==> src/rtl/trigger_capture_block.sv <==
// trigger_capture_block: logic analyzer front end.
// Synchronizes the probe pins, samples them at a programmable rate, waits for
// a masked trigger condition and then streams samples into the capture FIFO
// until the FIFO reports full. The controller disables/re-arms via syncrst.
module trigger_capture_block #(
    parameter int WIDTH = 3,
    parameter int DIV_W = 16,
    parameter int CNT_W = 12
) (
    input  logic             clk,
    input  logic             rst,
    input  logic             syncrst,
    input  logic [WIDTH-1:0] trig_mask,
    input  logic [1:0]       trig_mode,
    input  logic [DIV_W-1:0] sample_div,
    input  logic [WIDTH-1:0] probe_in,
    input  logic             FIFO_wrfull,
    output logic             FIFO_wrreq,
    output logic [WIDTH-1:0] FIFO_data,
    output logic             triggered,
    output logic [CNT_W-1:0] sample_count,
    output logic [1:0]       state_debug
);

    // State encodings
    localparam logic [1:0] ST_DISABLED = 2'b00;
    localparam logic [1:0] ST_ARMED    = 2'b01;
    localparam logic [1:0] ST_CAPTURE  = 2'b10;
    localparam logic [1:0] ST_DONE     = 2'b11;

    // Trigger mode encodings
    localparam logic [1:0] MODE_RISE   = 2'b00;
    localparam logic [1:0] MODE_FALL   = 2'b01;
    localparam logic [1:0] MODE_CHANGE = 2'b10;
    localparam logic [1:0] MODE_IMM    = 2'b11;

    // Edge/change detector between the previous and current tick samples.
    // Immediate mode is handled by the caller because it ignores the mask.
    function automatic logic trig_hit(
        input logic [1:0]       mode,
        input logic [WIDTH-1:0] s,
        input logic [WIDTH-1:0] p,
        input logic [WIDTH-1:0] mask
    );
        logic hit;
        case (mode)
            MODE_RISE:   hit = |(s & ~p & mask);
            MODE_FALL:   hit = |(~s & p & mask);
            MODE_CHANGE: hit = |((s ^ p) & mask);
            MODE_IMM:    hit = 1'b1;
            default:     hit = 1'b0;
        endcase
        return hit;
    endfunction

    // Counter increment that sticks at all-ones instead of wrapping.
    function automatic logic [CNT_W-1:0] sat_inc(input logic [CNT_W-1:0] v);
        logic [CNT_W-1:0] r;
        if (&v) begin
            r = v;
        end else begin
            r = v + {{(CNT_W-1){1'b0}}, 1'b1};
        end
        return r;
    endfunction

    // Flops
    logic [WIDTH-1:0] sync1_q,  sync1_d;
    logic [WIDTH-1:0] sync2_q,  sync2_d;
    logic [1:0]       state_q,  state_d;
    logic [DIV_W-1:0] div_l_q,  div_l_d;
    logic [DIV_W-1:0] pre_cnt_q, pre_cnt_d;
    logic             valid_q,  valid_d;
    logic [WIDTH-1:0] prev_q,   prev_d;
    logic             wrreq_q,  wrreq_d;
    logic [WIDTH-1:0] data_q,   data_d;
    logic             trig_q,   trig_d;
    logic [CNT_W-1:0] count_q,  count_d;

    // Combinational helpers
    logic             tick;
    logic             hit;
    logic [WIDTH-1:0] samp;

    assign samp = sync2_q;

    // Sample tick: prescaler reached the latched divider and we are not disabled.
    always_comb begin
        tick = 1'b0;
        if ((state_q != ST_DISABLED) && (pre_cnt_q == div_l_q)) begin
            tick = 1'b1;
        end else begin
            tick = 1'b0;
        end
    end

    // Trigger decision for the current tick; the first tick after arming only
    // primes the previous-sample register unless the mode is immediate.
    always_comb begin
        hit = 1'b0;
        if (trig_mode == MODE_IMM) begin
            hit = 1'b1;
        end else if (valid_q) begin
            hit = trig_hit(trig_mode, samp, prev_q, trig_mask);
        end else begin
            hit = 1'b0;
        end
    end

    // Two-stage probe synchronizer inputs.
    always_comb begin
        sync1_d = probe_in;
        sync2_d = sync1_q;
    end

    // Prescaler: divider latched while disabled, counter wraps at the divider.
    always_comb begin
        div_l_d   = div_l_q;
        pre_cnt_d = pre_cnt_q;
        if (state_q == ST_DISABLED) begin
            div_l_d = sample_div;
        end else begin
            div_l_d = div_l_q;
        end
        if (syncrst || (state_q == ST_DISABLED)) begin
            pre_cnt_d = {DIV_W{1'b0}};
        end else if (tick) begin
            pre_cnt_d = {DIV_W{1'b0}};
        end else begin
            pre_cnt_d = pre_cnt_q + {{(DIV_W-1){1'b0}}, 1'b1};
        end
    end

    // Main FSM: arming, trigger detection, capture writes and completion.
    always_comb begin
        state_d = state_q;
        valid_d = valid_q;
        prev_d  = prev_q;
        wrreq_d = 1'b0;
        data_d  = data_q;
        trig_d  = trig_q;
        count_d = count_q;
        if (syncrst) begin
            state_d = ST_DISABLED;
            valid_d = 1'b0;
            prev_d  = {WIDTH{1'b0}};
            wrreq_d = 1'b0;
            data_d  = {WIDTH{1'b0}};
            trig_d  = 1'b0;
            count_d = {CNT_W{1'b0}};
        end else begin
            case (state_q)
                ST_DISABLED: begin
                    state_d = ST_ARMED;
                    valid_d = 1'b0;
                end
                ST_ARMED: begin
                    if (tick) begin
                        prev_d  = samp;
                        valid_d = 1'b1;
                        if (hit) begin
                            state_d = ST_CAPTURE;
                            trig_d  = 1'b1;
                            // The trigger sample itself is the first capture.
                            if (!FIFO_wrfull) begin
                                wrreq_d = 1'b1;
                                data_d  = samp;
                                count_d = sat_inc(count_q);
                            end else begin
                                wrreq_d = 1'b0;
                            end
                        end else begin
                            state_d = ST_ARMED;
                        end
                    end else begin
                        state_d = ST_ARMED;
                    end
                end
                ST_CAPTURE: begin
                    // Full wins over a coincident tick: no write, finish.
                    if (FIFO_wrfull) begin
                        state_d = ST_DONE;
                    end else if (tick) begin
                        wrreq_d = 1'b1;
                        data_d  = samp;
                        count_d = sat_inc(count_q);
                    end else begin
                        wrreq_d = 1'b0;
                    end
                end
                ST_DONE: begin
                    state_d = ST_DONE;
                end
                default: begin
                    state_d = ST_DISABLED;
                end
            endcase
        end
    end

    // State and datapath registers with asynchronous active-low clear.
    always_ff @(posedge clk or negedge rst) begin
        if (!rst) begin
            sync1_q   <= {WIDTH{1'b0}};
            sync2_q   <= {WIDTH{1'b0}};
            state_q   <= ST_DISABLED;
            div_l_q   <= {DIV_W{1'b0}};
            pre_cnt_q <= {DIV_W{1'b0}};
            valid_q   <= 1'b0;
            prev_q    <= {WIDTH{1'b0}};
            wrreq_q   <= 1'b0;
            data_q    <= {WIDTH{1'b0}};
            trig_q    <= 1'b0;
            count_q   <= {CNT_W{1'b0}};
        end else begin
            sync1_q   <= sync1_d;
            sync2_q   <= sync2_d;
            state_q   <= state_d;
            div_l_q   <= div_l_d;
            pre_cnt_q <= pre_cnt_d;
            valid_q   <= valid_d;
            prev_q    <= prev_d;
            wrreq_q   <= wrreq_d;
            data_q    <= data_d;
            trig_q    <= trig_d;
            count_q   <= count_d;
        end
    end

    assign FIFO_wrreq   = wrreq_q;
    assign FIFO_data    = data_q;
    assign triggered    = trig_q;
    assign sample_count = count_q;
    assign state_debug  = state_q;

endmodule

==> config.mk <==
export PLATFORM = sky130hd
export DESIGN_NAME = trigger_capture_block
export DESIGN_NICKNAME = d
export VERILOG_FILES = /design/src/rtl/trigger_capture_block.sv
export SDC_FILE = /design/constraint.sdc
export NUM_CORES = 1
export LEC_CHECK = 0
export BUFFER_PORTS_ARGS = -buffer_cell sky130_fd_sc_hd__buf_2
export CAP_MARGIN = 20
export CORE_ASPECT_RATIO = 1.1
export CORE_MARGIN = 3
export CORE_UTILIZATION = 57
export CTS_CLUSTER_SIZE = 12
export DETAILED_ROUTE_END_ITERATION = 6
export PLACE_DENSITY = 0.8
export SLEW_MARGIN = 20
export SYNTH_ARGS = -nofsm -noshare
export SYNTH_HDL_FRONTEND = slang
export SYNTH_SLANG_ARGS = --single-unit
==> constraint.sdc <==
create_clock -name clk -period 2.9 [get_ports clk]
set_input_delay 0.58 -clock clk [delete_from_list [all_inputs] [get_ports clk]]
set_output_delay 0.58 -clock clk [all_outputs]
set_load 0.05 [all_outputs]
* After elaboration in Yosys (flattened, before gate mapping) *
Index checks and enable logic that the tools add are counted.

word-level totals
  register bits after elaboration = 61
  input port bits = 28
  output and inout bits = 19
  logic and storage cells = 94

cells by class
  add/subtract/negate cells = 2
  equality and inequality tests = 13
  mux-type cells = 42
  bitwise operators = 8
  reduce and logical (&&, ||, !) cells = 18

operators by type and width
  operator                 count
  $mux W12                 7
  $mux W16                 2
  $mux W3                  8
  $pmux W12 S2             1
  $ne A3 B3 Y1 const B     6
  $add A16 B1 Y16 const B  1
  $eq A16 B16 Y1           1
  $and A3 B3 Y3            5
  $mux W1                  15
  $add A12 B1 Y12 const B  1
  $reduce_and A12 Y1       1
  $reduce_or A3 Y1         3
  $eq A2 B2 Y1 const B     4
  $mux W2                  4
  $pmux W2 S4              1
  $reduce_bool A2 Y1       4
  $not A3 Y3               2
  $pmux W3 S2              1
  $reduce_and A6 Y1        1
  $reduce_bool A3 Y1       2
  $eq A2 B1 Y1 const B     2
  $logic_not A2 Y1         2
  $pmux W1 S2              2
  $reduce_and A2 Y1        2
  5 further kinds          5

* Logic depth before layout (Yosys ltp) *
Gate-level depths: netlist of the first run.

  depth after elaboration = 11
  depth in mapped cells = 11
  depth with buffers taken out = 9

* Least setup slack after synthesis of the first run *
No wires, ideal clock.

  kind = register -> register
  start point = reg state_q[0], in the netlist state_debug[0]
  end point = reg count_q[10], in the netlist sample_count[10]
  setup time = 0.126 ns
  arrival = 2.419 ns
  required time = 2.774 ns
  path slack = 0.355 ns
  cell stages (with the launch flop) = 8
  path buffers = 0
  clock period less this slack = 2.545 ns
  cells stage by stage = dfrtp_1 > inv_1 > ha_1 > nor3_2 > o2111ai_4 > a21oi_4 > mux2_4 > a221o_1

on the way
  longest elaborated chain between the ends = 5
  elaborated cells on any way between the ends = 14
  those cells by class = eq/ne (7); mux (3); reduce/logical (4)

RTL lines
  what                                RTL line  text
  from (decl)                         70        logic [1:0] state_q, state_d;
  from (signal assigned)              218       state_q <= state_d;
  $reduce_bool A2 Y1                  90        if ((state_q != ST_DISABLED) && (pre_cnt_q == div_l_q)) begin
  $logic_and A1 B1 Y1                 90
  $mux W1                             90
  $ne A3 B3 Y1 (no source line)       --
  $reduce_and A6 Y1 (no source line)  --
  to (signal assigned)                214       count_q <= {CNT_W{1'b0}};
  to (signal assigned)                226       count_q <= count_d;
  to (decl)                           78        logic [CNT_W-1:0] count_q, count_d;

Several ways; a longest one is shown, not always the timed one.
A chain may end at the register's enable or synchronous reset.

* Final worst setup path of the first run *
  start point = reg sync2_q[2], in the netlist samp[2]
  end point = reg count_q[10], in the netlist sample_count[10]

on the way
  longest elaborated chain between the ends = 9
  elaborated cells on any way between the ends = 15
  those cells by class = eq/ne (1); mux (3); bitwise (7); reduce/logical (4)

RTL lines
  what                                  RTL line  text
  from (decl)                           69        logic [WIDTH-1:0] sync2_q, sync2_d;
  from (signal assigned)                205       sync2_q <= {WIDTH{1'b0}};
  from (signal assigned)                217       sync2_q <= sync2_d;
  $not A3 Y3                            48        MODE_FALL: hit = |(~s & p & mask);
  $and A3 B3 Y3 (2 in a row)            48
  $reduce_or A3 Y1                      48
  $pmux W1 S3 *                         46        case (mode)
  $mux W1 *                             103       end else if (valid_q) begin
  $mux W1 *                             101       if (trig_mode == MODE_IMM) begin
  $ne A3 B3 Y1 (no source line) *       --
  $reduce_and A6 Y1 (no source line) *  --

Mark *: on every way between the ends. The rest lies on a longest branch, timed or not.

==> results of run 1 <==
how the worst max path moves through the flow:
| stage | end | startpoint | depth (start not counted) |
|---|---|---|---|
| 6_report | sample_count[10] | samp[2] | 9 |
| 5_1_grt | sample_count[10] | samp[2] | 9 |
| 4_1_cts | sample_count[10] | samp[2] | 9 |
| 3_5_place_dp | sample_count[10] | trig_mask[2] | 8 |
| 3_3_place_gp | sample_count[10] | trig_mask[2] | 8 |
| 2_1_floorplan | sample_count[10] | state_debug[0] | 7 |
through the flow:
step | util | hold WS, ps | instances
global route | 0.682 | 333 | 442
finish | 0.682 | 345 | 442
global placement | 0.652 | 335 | 426
detailed placement | 0.652 | 341 | 426
floorplan | - | 284 | 312
CTS | 0.682 | 330 | 442
flip-flops by register name (all words and copies together) (netlist names):
signal and cells:
triggered 1, FIFO_wrreq 1, div_l_q 16, pre_cnt_q 16, FIFO_data 3, state_debug 2
prev_q 3, sample_count 12, sync1_q 3, samp 3, valid_q 1
Yosys cell counts, drive strengths merged:
library cell	instances	area share
nand3b	1	0.0023
a222oi	1	0.0031
nor2	33	0.038
nand4	4	0.0077
a31oi	1	0.0019
mux2i	4	0.012
a22oi	2	0.0046
a21oi	14	0.026
xor2	11	0.030
o31a	1	0.0027
a221o	3	0.0093
o311a	1	0.0031
a221oi	1	0.0027
a21o	1	0.0023
mux2	17	0.060
and4	4	0.011
o21ai	4	0.0062
inv	17	0.020
nor3b	1	0.0023
and3	9	0.017
nand3	18	0.028
xnor2	19	0.051
dfrtp	61	0.47
nand2b	4	0.0077
a41oi	1	0.0027
ha	15	0.058
buf	8	0.012
nand2	19	0.022
nor4	4	0.012
nor3	11	0.019
o2111ai	1	0.0081
o41ai	1	0.0027
a211o	5	0.014
and2	2	0.0039
nor2b	7	0.014
o211ai	1	0.0023
o311ai	1	0.0027
clkbuf	4	0.0046
per-layer routing:
layer / track usage / vias up
met3: 0.0584 / 8
met5: 0 / -
met1: 0.254 / 1186
met4: 0.0696 / 0
li1: - / 1189
met2: 0.370 / 51
power breakdown:
part	total [mW]	leakage (nW)	switching [mW]	internal [mW]
clock network	0.627	0.0764	0.320	0.307
logic	0.278	0.845	0.170	0.108
registers	0.940	0.790	0.0422	0.898
total	1.85	1.71	0.532	1.31
kinds of logic after synthesis:
kind of cell	count (synthesis)	synth area share
buf+inv	29	0.0367
fa+ha+maj	15	0.0580
flops	61	0.472
simple gates	117	0.185
mux	21	0.0727
xor+xnor	30	0.0812
compound gates	39	0.0944
area by class of cell:
class                   count  area (um2)  share of cell area
multi-input cells         222        1590               0.429
flip-flops and latches     61        1530               0.412
repair buffers             51         268              0.0723
clock buffers              12         135              0.0365
well taps                  75        93.8              0.0254
inverters                  17        63.8              0.0172
clock inverters             4        25.0             0.00676
==> results.md, run 1 <==
- Walking the worst path, the cells encountered are inv_1 > ha_1 > a222oi_1 > nor2b_1 > o311a_1 > o2111ai_4 > a21oi_4 > mux2_4 > a221o_1.
- The core area is 0.00543 mm2.
- After detailed routing, the average wire length per cell comes to 14.8 um.
- The first TritonRoute pass finished after 4 iterations.
- The first-pass GRT wire length is 11,000 um.
- The endpoint with the worst hold slack is sync1_q[0].
- The startpoint identified for the worst hold timing path is probe_in[0].
- The maximum number of pins on one net before global-route repair is 45.
- Across all register-to-register paths, the minimum setup slack is 330 ps.
- Of the available clock period, the critical path in the final layout requires 0.885.
- The final weighted congestion of routability-driven global placement is 0.841.
- The count of instances resized after the clock tree is built is 0.
- The via density per instance is 5.51.
- The buffering stage count on the worst path with inverters included is 1.
- The count of cell types in the netlist is 45.
- Counting every instance in the synthesized netlist gives 312.
- In the final timing run, aggregate negative setup slack is 0 ps.
- The max-capacitance violation count is 0.
- Relative to the synthesized area, the layout overhead comes to 14.4%.
- The via count of the first global-routing pass is 2,439.
- The mean instance size in the synthesized netlist is 10.4 um2.
- Across every metal layer, demand over resource in global routing totals 0.213.
- The type of element capturing the critical path is a flip-flop.
- 47 I/O pins were placed.
- The initial utilization of the core area, before any placement, comes to 0.596.
- The count of final setup violators is 0.
- In the final layout, the share of cells above drive strength 1 is 0.234.
- The worst path in the final design needs a cycle of 2570 ps, including I/O delays and setup.
- In this run the core area contains 28 standard-cell rows.
- The TritonCTS clock tree is built.
- The data arrival at the endpoint of the critical path is 2790 ps.
- The worst register-to-register path begins at samp[2].
- The count of final hold-check violations is 0.
- The startpoint type of the worst setup path is a flip-flop.
- The flow ran to the end, and the final reports show no timing, DRC or antenna violations.
- The worst setup timing slack at the placement stage is 286 ps.
- The path type of the worst setup path is flip-flop to flip-flop.
- Detailed routing placed a total of 3450 um of wire on met2.
- For this block, the initial DRC count from the detailed router was 113.
- The post-route total power is 1.85 mW.
- The die covers 0.00662 mm2.
- The master cell of the clock root buffer is sky130_fd_sc_hd__clkbuf_8.
- After clock tree synthesis, the clock-pin slew on the worst setup and hold paths is 70 ps.
- The tightest min-delay check is of the primary input to flip-flop type.
- Clock skew on the completed layout was measured at 6.50 ps.
- Setup repair after global routing left no endpoint under its margin.
- The number of pins with negative max-slew slack in the final report came to 0.
- The total overflow left after global routing is 0.
- The residual DRC count is 0.
- Setup slack on the critical path of the routed design comes to 333 ps.
- The repair_antennas step left the layout with diodes totalling 0.
- The depth of the worst hold-timing path is 1.
- The number of sinks handled by clock tree synthesis is 61.
- The worst-case vdd ir drop is 0.310 mV.
- The post-layout net count is 405.
- The finished cells cover 0.00370 mm2.
- The source-to-sink clock delay at the later pin of the worst-skew pair is 340 ps.
- In this run the tool buffered the top-level ports with 46 buffer cells.
- The analysis attributes to cell leakage a power of 1.71 nW.
- The mapped netlist covers 0.00323 mm2.
- CTS built an H-tree with a depth of 3.
- The delay contributed by the slowest stage of the critical path is 390 ps.
- The library cell used most frequently in the layout, excluding fill and tap cells, is sky130_fd_sc_hd__dfrtp_1.
- The highest layer used for signal routing is met4.
- The filler cells instantiated in the layout total 439.
- The area after detailed placement is 0.00354 mm2.
- The flip-flop and latch count after synthesis is 61.
- The number of cells on the worst reg-to-reg path is 9.
- The number of antenna violations at the first check in global routing came to 0.
- The total length of routed met3 wires is 260 um.
- In this run the critical register-to-register path is captured at sample_count[10].
- The floorplan step set the die width to 77.8 um.
- The largest buffer count on any clock path is 2.
- The worst-case headroom to the max-slew limit is 0.352.
- The library cells used most frequently in the layout, excluding fill and tap cells, are sky130_fd_sc_hd__dfrtp_1 (61), sky130_fd_sc_hd__buf_2 (46), sky130_fd_sc_hd__nor2_1 (33), sky130_fd_sc_hd__xnor2_1 (19), sky130_fd_sc_hd__nand2_1 (19).
- The vias after detailed routing is 2,434.
- The largest fanout on the critical path is 7.
- Broken down by cell family, the worst path's largest delay share belongs to compound AO/OA/AOI/OAI gates.
- The HPWL after detailed placement is 4750 um.
- The total wire length after detailed routing is 6540 um.
- The number of nets handed over by synthesis was 355.
- The number of clock buffers added by TritonCTS is 9.
- The count of nets left with antenna violations once routing finished came out at 0.
- At the worst endpoint, the required time is 3130 ps.
- The largest individual stage delay along the critical path comes from the cell sky130_fd_sc_hd__o311a_1.
- The ratio of total power to cell area is 499 mW/mm2.
- The post-route met1 wirelength is 2750 um.
- The transition at the pin with the smallest max-transition slack is 971 ps.
- The hold buffer count at CTS is 0.
- The number of buffers added for setup after CTS is 0.
- The achievable clock frequency is 390 MHz.
- The sequential cell area fraction in the yosys report is 0.472.
- The total of warnings raised by yosys is 0.
- The die is 85.0 um tall.
No activity file was read; power rests on OpenSTA's default activity.
==> run 2: changes to the inputs <==
--- a/config.mk
+++ b/config.mk
@@ -10,6 +10,7 @@
 export CORE_ASPECT_RATIO = 1.1
 export CORE_MARGIN = 3
 export CORE_UTILIZATION = 57
+export CTS_BUF_LIST = sky130_fd_sc_hd__clkbuf_8 sky130_fd_sc_hd__clkbuf_16
 export CTS_CLUSTER_SIZE = 12
 export DETAILED_ROUTE_END_ITERATION = 6
 export PLACE_DENSITY = 0.8
==> results.md, run 2 (synthesized netlist as in run 1, its figures left out) <==
- The largest fanout on the critical path is 7 (unchanged).
- The number of top-level pins is 47 (unchanged).
- The via count of the first global-routing pass was 2,439 (unchanged).
- The width of the die is 77.8 um (unchanged).
- The worst-case vdd ir drop came to 0.314 mV (+1.1%).
- The net switching power was 534 uW (+0.39%).
- The minimum clock period after layout came to 2570 ps (-0.0250 ps).
- The data required time of the critical path is 3130 ps (about the same).
- The number of diodes was 0 (unchanged).
- The combinational power share was 0.151 (about the same).
- The delay contributed by the slowest stage of the critical path came to 390 ps (about the same).
- The maximum number of pins on one net before global-route repair is 45 (unchanged).
- The data arrival at the endpoint of the critical path came to 2790 ps (about the same).
- The run finished with clean final reports.
- The total wire length after detailed routing came to 6540 um (about the same).
- The vias after detailed routing is 2,444 (+0.41%).
- The core area was 0.00543 mm2 (unchanged).
- STA classifies the critical path startpoint as a flip-flop.
- The overflow left after global routing is 0 (unchanged).
- The post-layout net count is 405 (unchanged).
- The final clock skew is 5.85 ps (-0.645 ps).
- The first-pass GRT wire length came to 11,000 um (unchanged).
- Among all stages on the critical path, the largest delay is contributed by sky130_fd_sc_hd__o311a_1.
- The average routed wire per standard cell was 14.8 um (about the same).
- The ratio of total power to cell area was 496 mW/mm2 (-0.47%).
- The DRC violation total after the first TritonRoute iteration is 114 (+0.88%).
- The count of instances resized after the clock tree is built is 0 (unchanged).
- The detailed-router iteration count before antenna repair is 4 (unchanged).
- The worst-case headroom to the max-slew limit is 0.353 (+0.000926).
- The area after detailed placement is 0.00354 mm2 (unchanged).
- The most common library cell in the layout ignoring fill and taps is sky130_fd_sc_hd__dfrtp_1.
- The initial core utilization is 0.596 (unchanged).
- The number of buffers inserted during clock tree synthesis was 9 (unchanged).
- The setup TNS was 0 ps (unchanged).
- The post-DP HPWL came to 4750 um (unchanged).
- The achievable clock frequency was 390 MHz (about the same).
- The period utilization came to 0.885 (about the same).
- The type of element capturing the critical path is a flip-flop.
- The total of buffers placed on input and output ports is 46 (unchanged).
- The die outline height is 85.0 um (unchanged).
- The number of pins with negative max-slew slack in the final report is 0 (unchanged).
- The library cells used most frequently in the layout, excluding fill and tap cells, are sky130_fd_sc_hd__dfrtp_1 (61), sky130_fd_sc_hd__buf_2 (46), sky130_fd_sc_hd__nor2_1 (33), sky130_fd_sc_hd__inv_1 (20).
- The fraction of power consumed by the clock network is 0.337 (-0.003).
- The via density per instance came to 5.53 (+0.41%).
- The final weighted congestion of routability-driven global placement is 0.841 (unchanged).
- Walking the worst path, the cells encountered are inv_1 > ha_1 > a222oi_1 > nor2b_1 > o311a_1 > o2111ai_4 > a21oi_4 > mux2_4 > a221o_1.
- The count of final setup violators is 0 (unchanged).
- The classification of the worst-slack hold path is primary input to flip-flop.
- The residual DRC count was 0 (unchanged).
- The number of instances in the placed design is 426 (unchanged).
- The count of final hold-check violations is 0 (unchanged).
- The number of routed nets with antenna violations came to 0 (unchanged).
- The switching share of total power is 0.291 (+0.00247).
- Setup repair after global routing left no endpoint under its margin.
- Clock tree synthesis selected as its root buffer the cell sky130_fd_sc_hd__clkbuf_8.
- The worst hold margin is 345 ps (-0.0410 ps).
- The transition at the pin with the smallest max-transition slack is 970 ps (-1.39 ps).
- The path type of the worst setup path is flip-flop to flip-flop.
- The number of antenna violations at the first check in global routing came to 0 (unchanged).
- TritonCTS built the clock tree.
- The combined global-route utilization of all metal layers is 0.213 (unchanged).
- The number of sinks handled by clock tree synthesis came to 61 (unchanged).
- The area of the die is 0.00662 mm2 (unchanged).
- The post-layout instance count excluding filler cells is 442 (unchanged).
- The summed area of non-filler cells in the final layout was 0.00370 mm2 (unchanged).
- The largest buffer count on any clock path is 2 (unchanged).
- The H-tree depth is 3 (unchanged).
- The clock transition time at the flip-flop clock pins of the worst setup and hold paths is 70 ps (about the same).
- The max-capacitance violation count is 0 (unchanged).
- The leakage power figure is 1.72 nW (+0.73%).
- The share of layout cells above drive strength 1 is 0.234 (unchanged).
- The row count is 28 (unchanged).
- The number of buffers added for setup after CTS was 0 (unchanged).
- The cell-internal power is 1.30 mW (-0.81%).
- The hold buffer count at CTS came to 0 (unchanged).
- The growth of design area from synthesis to finish is 14.4% (unchanged).
- The portion of total power attributed to sequential cells is 0.512 (+0.002).
- The source-to-sink clock delay at the later pin of the worst-skew pair is 340 ps (about the same).
run 2: routing by layer:
layer,track usage,routed length [um],up-vias,part of all wire
met5,0,0,-,0
met3,0.0584,257,10,0.039
met4,0.0696,89,0,0.014
met2,0.370,3440,56,0.53
met1,0.254,2750,1189,0.42
li1,-,-,1189,-
run 2: metrics by stage:
step            util  setup WS, ps  power [mW]
2_1_floorplan      -           355        1.14
3_3_place_gp   0.652           319        1.22
3_5_place_dp   0.652           286        1.24
4_1_cts        0.682           328        1.86
5_1_grt        0.682           230        1.92
6_report       0.682           333        1.84
run 2: worst max-delay path, delay by kind of cell (launching register included):
kind	cells	cell delay, ps
AO/OA/AOI/OAI	5	1410
adder cells (fa/ha/maj)	1	180
buffers and inverters	1	70
flip-flops	1	370
multiplexers	1	320
AND/OR/NAND/NOR	1	90
run 2: area by class of cell:
type / count / area [um2]
fillers: 439 / 1730
multi-input cells: 222 / 1590
flip-flops and latches: 61 / 1530
repair buffers: 51 / 268
clock buffers: 9 / 124
well taps: 75 / 93.8
inverters: 17 / 63.8
clock inverters: 7 / 36.3
run 2: final timing paths:
kind | start | endpoint | slack (ps) | cells past startpoint
max | samp[2] | sample_count[10] | 330 | 9
min | probe_in[0] | sync1_q[0] | 340 | 1
max reg2reg | samp[2] | sample_count[10] | 330 | 9
min reg2reg | sync1_q[2] | samp[2] | 350 | 0
max in group asynchronous | rst | pre_cnt_q[11] | 1790 | 2
min in group asynchronous | rst | sample_count[0] | 400 | 1
run 2: power groups by stage:
stage	Combinational (mW)	Sequential (mW)	Clock, mW
after floorplan	0.141	1.00	0
after global placement	0.271	0.954	0
after detailed placement	0.280	0.957	0
after CTS	0.281	0.941	0.635
after global routing	0.305	0.947	0.667
final	0.278	0.940	0.618
==> run 3: changes to the inputs <==
--- a/config.mk
+++ b/config.mk
@@ -7,10 +7,9 @@
 export LEC_CHECK = 0
 export BUFFER_PORTS_ARGS = -buffer_cell sky130_fd_sc_hd__buf_2
 export CAP_MARGIN = 20
-export CORE_ASPECT_RATIO = 1.1
-export CORE_MARGIN = 3
+export CORE_MARGIN = 2
 export CORE_UTILIZATION = 57
-export CTS_BUF_LIST = sky130_fd_sc_hd__clkbuf_8 sky130_fd_sc_hd__clkbuf_16
+export CTS_BUF_LIST = sky130_fd_sc_hd__clkbuf_16
 export CTS_CLUSTER_SIZE = 12
 export DETAILED_ROUTE_END_ITERATION = 6
 export PLACE_DENSITY = 0.8
==> results.md, run 3 (synthesized netlist as in run 1, its figures left out) <==
- The run finished with clean final reports.
- The worst hold margin came to 351 ps (+5.97 ps).
- The achievable clock frequency is 391 MHz (+0.44%).
- The worst setup timing slack at the placement stage is 286 ps (-0.828 ps).
- The register-to-register setup slack was 340 ps (about the same).
- The hold buffer count at CTS is 0 (unchanged).
- The startpoint identified for the worst hold timing path is probe_in[0].
- The number of routed nets with antenna violations was 0 (unchanged).
- The number of top-level pins is 47 (unchanged).
- The number of diodes is 0 (unchanged).
- The master cell of the clock root buffer is sky130_fd_sc_hd__clkbuf_16.
- The total of buffers placed on input and output ports is 46 (unchanged).
- The portion of total power attributed to sequential cells is 0.415 (-0.097).
- The via density per instance is 5.51 (-0.41%).
- The leakage power figure was 1.78 nW (+3.4%).
- The period utilization was 0.881 (-0.00390).
- The DRC violation total after the first TritonRoute iteration is 236 (+110%).
- The top cell types in the final layout, fill and taps aside, are sky130_fd_sc_hd__dfrtp_1 (61), sky130_fd_sc_hd__buf_2 (46), sky130_fd_sc_hd__nor2_1 (33), sky130_fd_sc_hd__xnor2_1 (19), sky130_fd_sc_hd__nand2_1 (19).
- The setup TNS was 0 ps (unchanged).
- The total wire length after detailed routing was 6230 um (-4.9%).
- The startpoint identified for the worst register-to-register timing path is samp[2].
- The final weighted congestion of routability-driven global placement is 0.828 (-1.6%).
- The largest fanout on the critical path is 7 (unchanged).
- The number of buffers inserted during clock tree synthesis is 9 (unchanged).
- The area of the die is 0.00629 mm2 (-4.9%).
- The combined global-route utilization of all metal layers came to 0.226 (+0.0133).
- The path with the worst hold slack has its endpoint at sync1_q[0].
- The final clock skew was 6.11 ps (+0.260 ps).
- The die outline height is 79.3 um (-6.7%).
- The fill cell total of the finished layout is 406 (-7.5%).
- The post-layout instance count excluding filler cells was 440 (-0.45%).
- The number of buffers added for setup after CTS is 0 (unchanged).
- The ratio of total power to cell area is 591 mW/mm2 (+19%).
- The net switching power is 600 uW (+12%).
- The post-layout net count is 406 (+0.25%).
- The first-pass GRT wire length is 10,900 um (-1.3%).
- The vias after detailed routing came to 2,423 (-0.86%).
- The maximum number of pins on one net before global-route repair is 62 (+38%).
- The count of final hold-check violations is 0 (unchanged).
- The path type of the worst setup path is flip-flop to flip-flop.
- The number of pins with negative max-slew slack in the final report is 0 (unchanged).
- The data arrival at the endpoint of the critical path is 2770 ps (-20 ps).
- STA classifies the critical path endpoint as a flip-flop.
- STA classifies the critical path startpoint as a flip-flop.
- The growth of design area from synthesis to finish is 18.9%.
- The residual DRC count is 0 (unchanged).
- The library cell used most frequently in the layout, excluding fill and tap cells, is sky130_fd_sc_hd__dfrtp_1.
- The minimum clock period after layout was 2560 ps (-11.3 ps).
- The clock transition time at the flip-flop clock pins of the worst setup and hold paths is 60 ps (about the same).
- Setup repair after global routing left no endpoint under its margin.
- The terminus of the critical flop-to-flop path is sample_count[10].
- The classification of the worst-slack hold path is primary input to flip-flop.
- The detailed-router iteration count before antenna repair is 4 (unchanged).
- The TritonCTS clock tree is built.
- The post-route total power came to 2.27 mW (+24%).
- The number of sinks handled by clock tree synthesis is 61 (unchanged).
- The number of cells on the worst reg-to-reg path was 9 (unchanged).
- The core area is 0.00551 mm2 (+1.4%).
- The switching share of total power is 0.264 (-0.0265).
- The depth of the worst hold-timing path is 1 (unchanged).
- The overflow left after global routing came to 0 (unchanged).
- The H-tree depth is 3 (unchanged).
- The cell-internal power is 1.67 mW (+28%).
- The share of layout cells above drive strength 1 is 0.245 (+0.0102).
- The via count of the first global-routing pass came to 2,380 (-2.4%).
- The fraction of power consumed by the clock network was 0.465 (+0.128).
- The transition at the pin with the smallest max-transition slack is 753 ps (-217 ps).
- The number of antenna violations at the first check in global routing is 0 (unchanged).
- The width of the die is 79.3 um (+1.9%).
- The number of instances in the placed design was 424 (-0.47%).
- The data required time of the critical path is 3120 ps (about the same).
- The count of instances resized after the clock tree is built is 0 (unchanged).
- The source-to-sink clock delay at the later pin of the worst-skew pair is 330 ps (about the same).
- The worst-case vdd ir drop was 0.388 mV (+24%).
- The row count is 27 (-3.6%).
- The average routed wire per standard cell is 14.1 um (-4.4%).
- The max-capacitance violation count came to 0 (unchanged).
- The worst-case headroom to the max-slew limit is 0.498 (+0.144).
- The count of final setup violators was 0 (unchanged).
- The final critical-path setup slack is 344 ps (+11.3 ps).
- The combinational power share is 0.120 (-0.031).
- The initial core utilization came to 0.587 (-0.00826).
- The largest buffer count on any clock path is 2 (unchanged).
- The post-DP HPWL came to 4380 um (-7.9%).
## run 3: changes by cell type in the layout (fill, tap and decap cells not counted)
cell,change
sky130_fd_sc_hd__clkbuf_8,-9
sky130_fd_sc_hd__bufinv_16,+1
sky130_fd_sc_hd__clkinv_4,+3
sky130_fd_sc_hd__clkinv_2,-1
sky130_fd_sc_hd__clkbuf_16,+9
sky130_fd_sc_hd__buf_4,+1
sky130_fd_sc_hd__inv_1,-3
## run 3: power by group through the flow
stage	sequential, mW	combinational (mW)	clock (mW)
6_report	0.942	0.273	1.06
5_1_grt	0.950	0.302	1.11
4_1_cts	0.943	0.278	1.07
3_5_place_dp	0.958	0.276	0
3_3_place_gp	0.954	0.268	0
2_1_floorplan	1.00	0.141	0
## run 3: layout make-up
cell class	count	area (um2)	area share
Multi-Input combinational cell	222	1590	0.413
Sequential cell	61	1530	0.397
Inverter	17	63.8	0.0166
Clock buffer	9	225	0.0586
Clock inverter	7	76.3	0.0198
Tap cell	72	90.1	0.0234
Timing Repair Buffer	52	275	0.0716
## run 3: routing by layer
metal,share of wire,global-route usage,vias up
met5,0,0,-
met4,0.021,0.109,0
met3,0.037,0.0364,12
met2,0.49,0.368,54
met1,0.45,0.295,1161
li1,-,-,1196
## run 3: per-stage QoR
step,instance area [um2],util
after CTS,3850,0.698
after global placement,3540,0.644
after detailed placement,3540,0.644
after global routing,3850,0.698
final,3850,0.698
after floorplan,3230,-
## run 3: critical path: stages, from the launching register on
cell                        delay (ps)
sky130_fd_sc_hd__dfrtp_1           380
sky130_fd_sc_hd__inv_1              70
sky130_fd_sc_hd__ha_1              170
sky130_fd_sc_hd__a222oi_1          350
sky130_fd_sc_hd__nor2b_1            90
sky130_fd_sc_hd__o311a_1           380
sky130_fd_sc_hd__o2111ai_4         300
sky130_fd_sc_hd__a21oi_4           140
sky130_fd_sc_hd__mux2_4            310
sky130_fd_sc_hd__a221o_1           250
## run 3: how the worst max path moves through the flow
stage,startpoint,end,slack (ps),cells after the start
2_1_floorplan,state_debug[0],sample_count[10],350,7
3_3_place_gp,trig_mask[2],sample_count[10],330,8
3_5_place_dp,trig_mask[2],sample_count[10],290,8
4_1_cts,samp[2],sample_count[10],320,9
5_1_grt,samp[2],sample_count[10],160,9
6_report,samp[2],sample_count[10],340,9
